$ cat config.mk
export PLATFORM = sky130hd
export DESIGN_NAME = reg_file
export DESIGN_NICKNAME = d
export VERILOG_FILES = /design/src/rtl/reg_file.sv
export SDC_FILE = /design/constraint.sdc
export NUM_CORES = 2
export LEC_CHECK = 0
export CELL_PAD_IN_SITES_DETAIL_PLACEMENT = 0
export CELL_PAD_IN_SITES_GLOBAL_PLACEMENT = 2
export CORE_MARGIN = 8
export CORE_UTILIZATION = 47
export DETAILED_ROUTE_END_ITERATION = 10
export PLACE_DENSITY_LB_ADDON = 0.1
export SETUP_SLACK_MARGIN = 0.4
export SLEW_MARGIN = 40
export SYNTH_ARGS = -nofsm -noshare
export SYNTH_HDL_FRONTEND = slang
export SYNTH_SLANG_ARGS = --single-unit
export TNS_END_PERCENT = 20
$ cat constraint.sdc
create_clock -name clk -period 111.9 [get_ports clk]
set_input_delay 22.38 -clock clk [delete_from_list [all_inputs] [get_ports clk]]
set_output_delay 22.38 -clock clk [all_outputs]
set_load 0.01 [all_outputs]
$ cat src/rtl/reg_file.sv
// reg_file: x1-x31 integer register file with write-back bypass and a per-register
// in-flight write scoreboard that raises the decode RAW/full stall.
module reg_file #(
  parameter int DATA_W = 32,
  parameter int PEND_W = 2
) (
  input  logic              clk,
  input  logic              rst,
  input  logic [4:0]        ws_rd,
  input  logic              ws_reg_wen,
  input  logic [DATA_W-1:0] ws_reg_wdata,
  input  logic [4:0]        ds_rs1,
  input  logic [4:0]        ds_rs2,
  input  logic              ds_rs1_used,
  input  logic              ds_rs2_used,
  input  logic              ds_issue_valid,
  input  logic              ds_issue_wen,
  input  logic [4:0]        ds_issue_rd,
  input  logic              kill_valid,
  input  logic [4:0]        kill_rd,
  output logic [DATA_W-1:0] ds_rdata1,
  output logic [DATA_W-1:0] ds_rdata2,
  output logic              ds_stall
);
  logic [DATA_W-1:0] data [32];
  logic [PEND_W-1:0] eff [32];
  logic              accept;
  assign data[0] = '0;
  assign eff[0]  = '0;
  for (genvar i = 1; i < 32; i++) begin : g_r
    logic [DATA_W-1:0] q;
    logic [PEND_W-1:0] c;
    logic [PEND_W:0]   d, n;
    logic              wr;
    assign wr = ws_reg_wen && ws_rd == 5'(i);
    assign d = (PEND_W+1)'(wr) + (PEND_W+1)'(kill_valid && kill_rd == 5'(i));
    assign n = {1'b0, c} + (PEND_W+1)'(accept && ds_issue_rd == 5'(i));
    // retires and kills this cycle already count as gone, so a same-cycle retire releases the stall
    assign eff[i] = {1'b0, c} >= d ? PEND_W'({1'b0, c} - d) : '0;
    assign data[i] = q;
    always_ff @(posedge clk or posedge rst)
      if (rst) begin
        q <= '0;
        c <= '0;
      end else begin
        if (wr) q <= ws_reg_wdata;
        c <= n >= d ? PEND_W'(n - d) : '0;
        assert (n >= d) else $error("reg_file: pending count underflow on x%0d", i);
      end
  end
  assign ds_stall = (ds_rs1_used && eff[ds_rs1] != '0) ||
                    (ds_rs2_used && eff[ds_rs2] != '0) ||
                    (ds_issue_valid && ds_issue_wen && eff[ds_issue_rd] == '1);
  assign accept = ds_issue_valid && ds_issue_wen && !ds_stall;
  assign ds_rdata1 = ds_rs1 == 5'd0 ? '0 : (ws_reg_wen && ws_rd == ds_rs1) ? ws_reg_wdata : data[ds_rs1];
  assign ds_rdata2 = ds_rs2 == 5'd0 ? '0 : (ws_reg_wen && ws_rd == ds_rs2) ? ws_reg_wdata : data[ds_rs2];
endmodule

## Word-level counts from Yosys, hierarchy flattened

Cells that the tools add are included.

- Bits in registers: 1054
- Bits of input ports: 65
- Output and inout port bits: 65
- Word-level logic and storage cells: 538

- Add/subtract/negate cells: 124
- Order comparisons: 65
- Equality and inequality tests: 96
- Mux-type cells: 81
- Bitwise gates (word level): 3
- Reductions and logical operators: 107

Operators with widths:

| cell | count |
|---|---|
| binary-select mux 32 bit (select 5 bit) | 2 |
| two-way mux 32 bit | 8 |
| == test 5 bit (second input constant) | 48 |
| two-way mux 2 bit | 68 |
| subtractor 2 bit | 62 |
| == test 5 x 4 -> 1 bit (second input constant) | 24 |
| logical AND 1 bit | 100 |
| adder 2 x 1 -> 3 bit | 31 |
| greater-or-equal comparator 3 x 2 -> 1 bit | 31 |
| adder 1 x 1 -> 2 bit | 31 |
| greater-or-equal comparator 2 bit | 31 |
| == test 5 x 3 -> 1 bit (second input constant) | 12 |
| binary-select mux 2 bit (select 5 bit) | 3 |
| == test 5 x 2 -> 1 bit (second input constant) | 6 |
| greater-or-equal comparator 6 bit (second input constant) | 3 |
| inverter 5 -> 6 bit | 3 |
| == test 5 x 1 -> 1 bit (second input constant) | 3 |
| == test 5 bit | 2 |
| logical NOT 5 bit | 2 |
| nonzero test 2 bit | 2 |
| == test 2 bit (second input constant) | 1 |
| logical OR 1 bit | 2 |
| logical NOT 1 bit | 1 |

## Longest topological paths before layout

- Word-level depth: 18
- Mapped depth: 25
- Gate-level depth less buffers: 21

## Worst setup path before layout

OpenSTA, ideal clock, no wires.

- Path kind: input port to output port
- Start point: input port ws_rd[3]
- End point: output port ds_stall
- Arrival time: 26194 ps
- Required time: 89520 ps
- Path slack: 63326 ps
- Stages on the path: 16
- Buffers on the path: 3
- Path through: clkbuf_1 nand2b_1 clkbuf_1 nor2_1 nand2_1 inv_1 buf_1 ha_1 ha_1 fa_1 a2111oi_2 or4b_1 a211oi_1 or4_4 a221oi_4 or3_1

- Longest elaborated chain between the ends: 12
- Elaborated cells on any way between the ends: 203
- Those cells by class: 62 x add/sub; 31 x order compare; 32 x eq/ne; 40 x mux; 38 x reduce/logical

Ends and longest elaborated chain:

| item | RTL line | RTL |
|---|---|---|
| start, declared | 9 | `input logic [4:0] ws_rd,` |
| == test 5 x 3 -> 1 bit (*) | 35 | `assign wr = ws_reg_wen && ws_rd == 5'(i);` |
| logical AND 1 bit (*) | 35 |  |
| named net g_r[4].wr | 34 | `logic wr;` |
| adder 1 x 1 -> 2 bit (*) | 36 | `assign d = (PEND_W+1)'(wr) + (PEND_W+1)'(kill_valid && kill_rd == 5'(i));` |
| subtractor 2 bit or greater-or-equal comparator 2 bit (tied branches) | 39 | `assign eff[i] = {1'b0, c} >= d ? PEND_W'({1'b0, c} - d) : '0;` |
| two-way mux 2 bit (*) | 39 |  |
| binary-select mux 2 bit (select 5 bit) (on tied branches) | 51, 52 |  |
| two-way mux 2 bit (on tied branches) (2 in a row) | 51, 52 |  |
| nonzero test 2 bit (on tied branches) | 51, 52 |  |
| logical AND 1 bit (on tied branches) | 51, 52 |  |
| logical OR 1 bit | 51 | `assign ds_stall = (ds_rs1_used && eff[ds_rs1] != '0) \|\|` |
| logical OR 1 bit (*) | 52 | `(ds_rs2_used && eff[ds_rs2] != '0) \|\|` |
| end, declared | 23 | `output logic ds_stall` |

Mark *: on every way through the listed nets, which the timed path passes. The rest lies on a longest branch. The select of a mux whose other input is x is not followed.

## Final worst setup path

- Start point: input port ws_rd[0]
- End point: output port ds_stall

- Longest elaborated chain between the ends: 12
- Elaborated cells on any way between the ends: 203
- Those cells by class: 62 x add/sub; 31 x order compare; 32 x eq/ne; 40 x mux; 38 x reduce/logical

Ends and longest elaborated chain:

| item | RTL line |
|---|---|
| == test 5 bit, or another cell as far along | 35 |
| logical AND 1 bit | 35 |
| adder 1 x 1 -> 2 bit | 36 |
| subtractor 2 bit or greater-or-equal comparator 2 bit (tied branches) | 39 |
| two-way mux 2 bit | 39 |
| binary-select mux 2 bit (select 5 bit) (on tied branches) | 51, 52 |
| two-way mux 2 bit (on tied branches) (2 in a row) | 51, 52 |
| nonzero test 2 bit (on tied branches) | 51, 52 |
| logical AND 1 bit (on tied branches) | 51, 52 |
| logical OR 1 bit | 51 |
| logical OR 1 bit (*) | 52 |

Mark *: on every way between the ends. The rest lies on a longest branch, timed or not. The select of a mux whose other input is x is not followed.

==> summary.md <==
| Metric | Value |
|---|---|
| Worst hold margin | `0.492 ns` |
| End of the worst register-to-register path | `g_r[31].c[0]` |
| Initial antenna violation count | `12` |
| Vias in the first global route | `46400` |
| DR DRC count | `0` |
| Achievable frequency | `19.7 MHz` |
| Hpwl dp | `129 mm` |
| Hold_sp | `g_r[10].q[26]` |
| Crit-path slowest cell | `a22oi_2` |
| Synth Net Count | `5768` |
| DR WL/cell | `30.5 um` |
| Area delta synth->final | `11.3%` |
| Die area | `0.147 mm2` |
| Layout cells sized above 1 | `0.292` |
| # resized after CTS | `0` |
| Final WL | `222 mm` |
| Pwr dens | `17.1 mW/mm2` |
| Seq cells post-synth | `1054` |
| CP cell instances | `clkdlybuf4s50_1 -> nor2_1 -> nand3_1 -> or2_4 -> inv_2 -> buf_4 -> ha_1 -> ha_1 -> fa_1 -> nor4_1 -> a211oi_1 -> o31ai_1 -> o221a_2 -> a22oi_2 -> nor2_1 -> or3_1 -> clkdlybuf4s50_1` |
| Worst clock skew | `0.0203 ns` |
| RePlAce Congestion | `0.840` |
| Fillers | `11700` |
| Clk root buf | `clkbuf_16` |
| Congestion Overflow GR | `0` |
| Initial core utilization | `0.474` |
| FP Rows | `134` |
| Final Hold Fails | `0` |
| Distinct cell type count of the synthesized netlist | `65` |
| Hold path endpoint | `g_r[10].q[26]` |
| Post-synthesis sequential area ratio | `0.417` |
| H-tree depth | `3` |
| Yosys top cell area share | `0.417` |
| Status | `finished clean` |
| Via density | `6.24` |
| Hold Path Depth | `2` |
| Detail Route Antenna Nets | `0` |
| # Max-Cap Violations | `0` |
| Post-CTS Setup Inserts | `0` |
| Commonest non-fill, non-tap cell in the layout | `nand2_1` |
| Number of flops mapped to enable cells by yosys | `0` |
| Number of CTS-inserted buffers | `119` |
| Mapped cell area | `0.0633 mm2` |
| Synthesis Warnings | `0` |
| Commonest non-fill, non-tap cells in the layout | `nand2_1 (1402), dfrtp_1 (1054), mux4_2 (580)` |
| TritonCTS Sinks | `1054` |
| Total Routing Usage GR | `0.303` |
| Slew margin rel. | `0.346` |
| Die height | `383 um` |
| Setup_tns | `0 ns` |
| Synth async-reset ratio | `1.00` |
| RR Startpoint | `g_r[6].c[0]` |
| Worst Path Arrival | `28.38 ns` |
| Max incr delay on CP | `0.63 ns` |
| Cell taking the most area after synthesis | `dfrtp_1` |
| Fin crit share | `0.454` |
| Req. time, crit path | `89.52 ns` |
| IO Pins | `130` |
| Final net count | `5711` |
| Largest net degree at the start of global routing | `102` |
| Drt initial violations | `4714` |
| 1st-pass router iterations | `5` |
| CP Capture Type | `output pin` |
| First-pass GRT wire length | `329 mm` |
| Core box area | `0.133 mm2` |
| Top cells by area, synth | `dfrtp_1 (42%), mux4_2 (21%), mux2_2 (10%)` |
| CP max FO | `33` |
| RSZ-0062 raised after global routing | `no` |
| Hold Buf Count CTS | `0` |
| Most common flop cell mapped by yosys | `dfrtp_1` |
| Minimum clock period | `50.76 ns` |
| Slew Limit Fails | `0` |
| Reg2reg path depth | `16` |
| Routed via count | `45300` |
| Slew @ Worst Pin | `0.978 ns` |
| Mapped Cells | `5455` |
| Die width | `383 um` |
| Worst hold-check path type | `flip-flop to flip-flop` |
| CTS tree | `built` |
| Setup-violating endpoint count in the final report | `0` |
| Port bufs | `129` |
| Leakage power | `31.9 nW` |
| Reg2reg setup slack | `106.80 ns` |
| CTS Buffer Depth | `3` |
| Avg Inst Size Synth | `11.6 um2` |
| CP Launch Type | `primary input` |
| Crit Path Category | `primary input to output pin` |
| Clock Pin Slew Worst Setup and Hold Paths | `0.06 ns` |
| Peak VDD IR | `0.0157 mV` |
| Clock Latency Late Sink | `0.75 ns` |
## synthesized netlist by cell type (72+ instances only)
cell type  number
inv_1         180
clkbuf_1      272
dfrtp_1      1054
a21oi_1       136
mux2_2        576
mux4_2        580
buf_2         100
buf_1          72
nor2_1        237
nand2_1      1410
ha_1          186
nor3_1         80
## registers in the layout, indices dropped and copies added (netlist names)
signal  count
g_r.c      62
g_r.q     992
## worst max-delay path: cells and delay by family
family / cells / cell delay, ns
adders and majority gates: 3 / 1.09
AOI/OAI and AO/OA: 4 / 1.41
buffers and inverters: 4 / 1.70
and+or+nand+nor: 6 / 1.78
## worst max path at each step
stage	start	end	slack (ns)	depth (start not counted)
floorplan	rst	g_r[10].c[0]	59.85	1
global placement	ws_rd[0]	ds_stall	60.96	17
detailed placement	ws_rd[0]	ds_stall	61.19	17
CTS	ws_rd[0]	ds_stall	61.19	17
global route	ws_rd[1]	ds_stall	60.81	17
finish	ws_rd[0]	ds_stall	61.14	17
## power breakdown
part	internal [W]	leakage (nW)	switching (W)
combinational	0.000157	16.3	0.000133
sequential	0.000456	13.6	0.0000524
clock	0.000236	1.99	0.000168
## final cells by class
type,instances,area (um2),share of cell area
Multi-Input combinational cell,3765,34500,0.490
Sequential cell,1054,26400,0.375
Clock buffer,174,3550,0.0504
Timing Repair Buffer,277,2620,0.0372
Tap cell,1768,2210,0.0314
Inverter,181,687,0.00976
Clock inverter,43,455,0.00647
Antenna cell,4,10.0,0.000142
## per-layer routing
metal,part of all wire,global-route usage,vias up
li1,-,-,19300
met1,0.43,0.430,24000
met2,0.46,0.474,1753
met3,0.078,0.0592,358
met4,0.033,0.0899,2
met5,0.000090,0,-
## per-stage QoR
stage / cells / setup WS [ns] / utilization / cell area [um2] / total power [W]
after floorplan: 5455 / 59.85 / - / 63300 / 0.000715
after global placement: 7039 / 60.96 / 0.496 / 66100 / 0.000794
after detailed placement: 7044 / 61.19 / 0.497 / 66300 / 0.000803
after CTS: 7261 / 61.19 / 0.527 / 70300 / 0.00121
after global routing: 7265 / 60.81 / 0.528 / 70400 / 0.00126
final: 7266 / 61.14 / 0.528 / 70400 / 0.00120
## cells by family (layout without fill, tap and decap cells)
family,count (synthesis),count (layout),share of synthesized area
fa+ha+maj,248,248,0.0564
simple gates,1922,1922,0.125
flops,1054,1054,0.417
other cells,0,4,0
buf+inv,636,675,0.0406
mux,1222,1222,0.319
compound gates,339,339,0.0369
xor+xnor,34,34,0.00471
(Power assumes the default switching activity.)
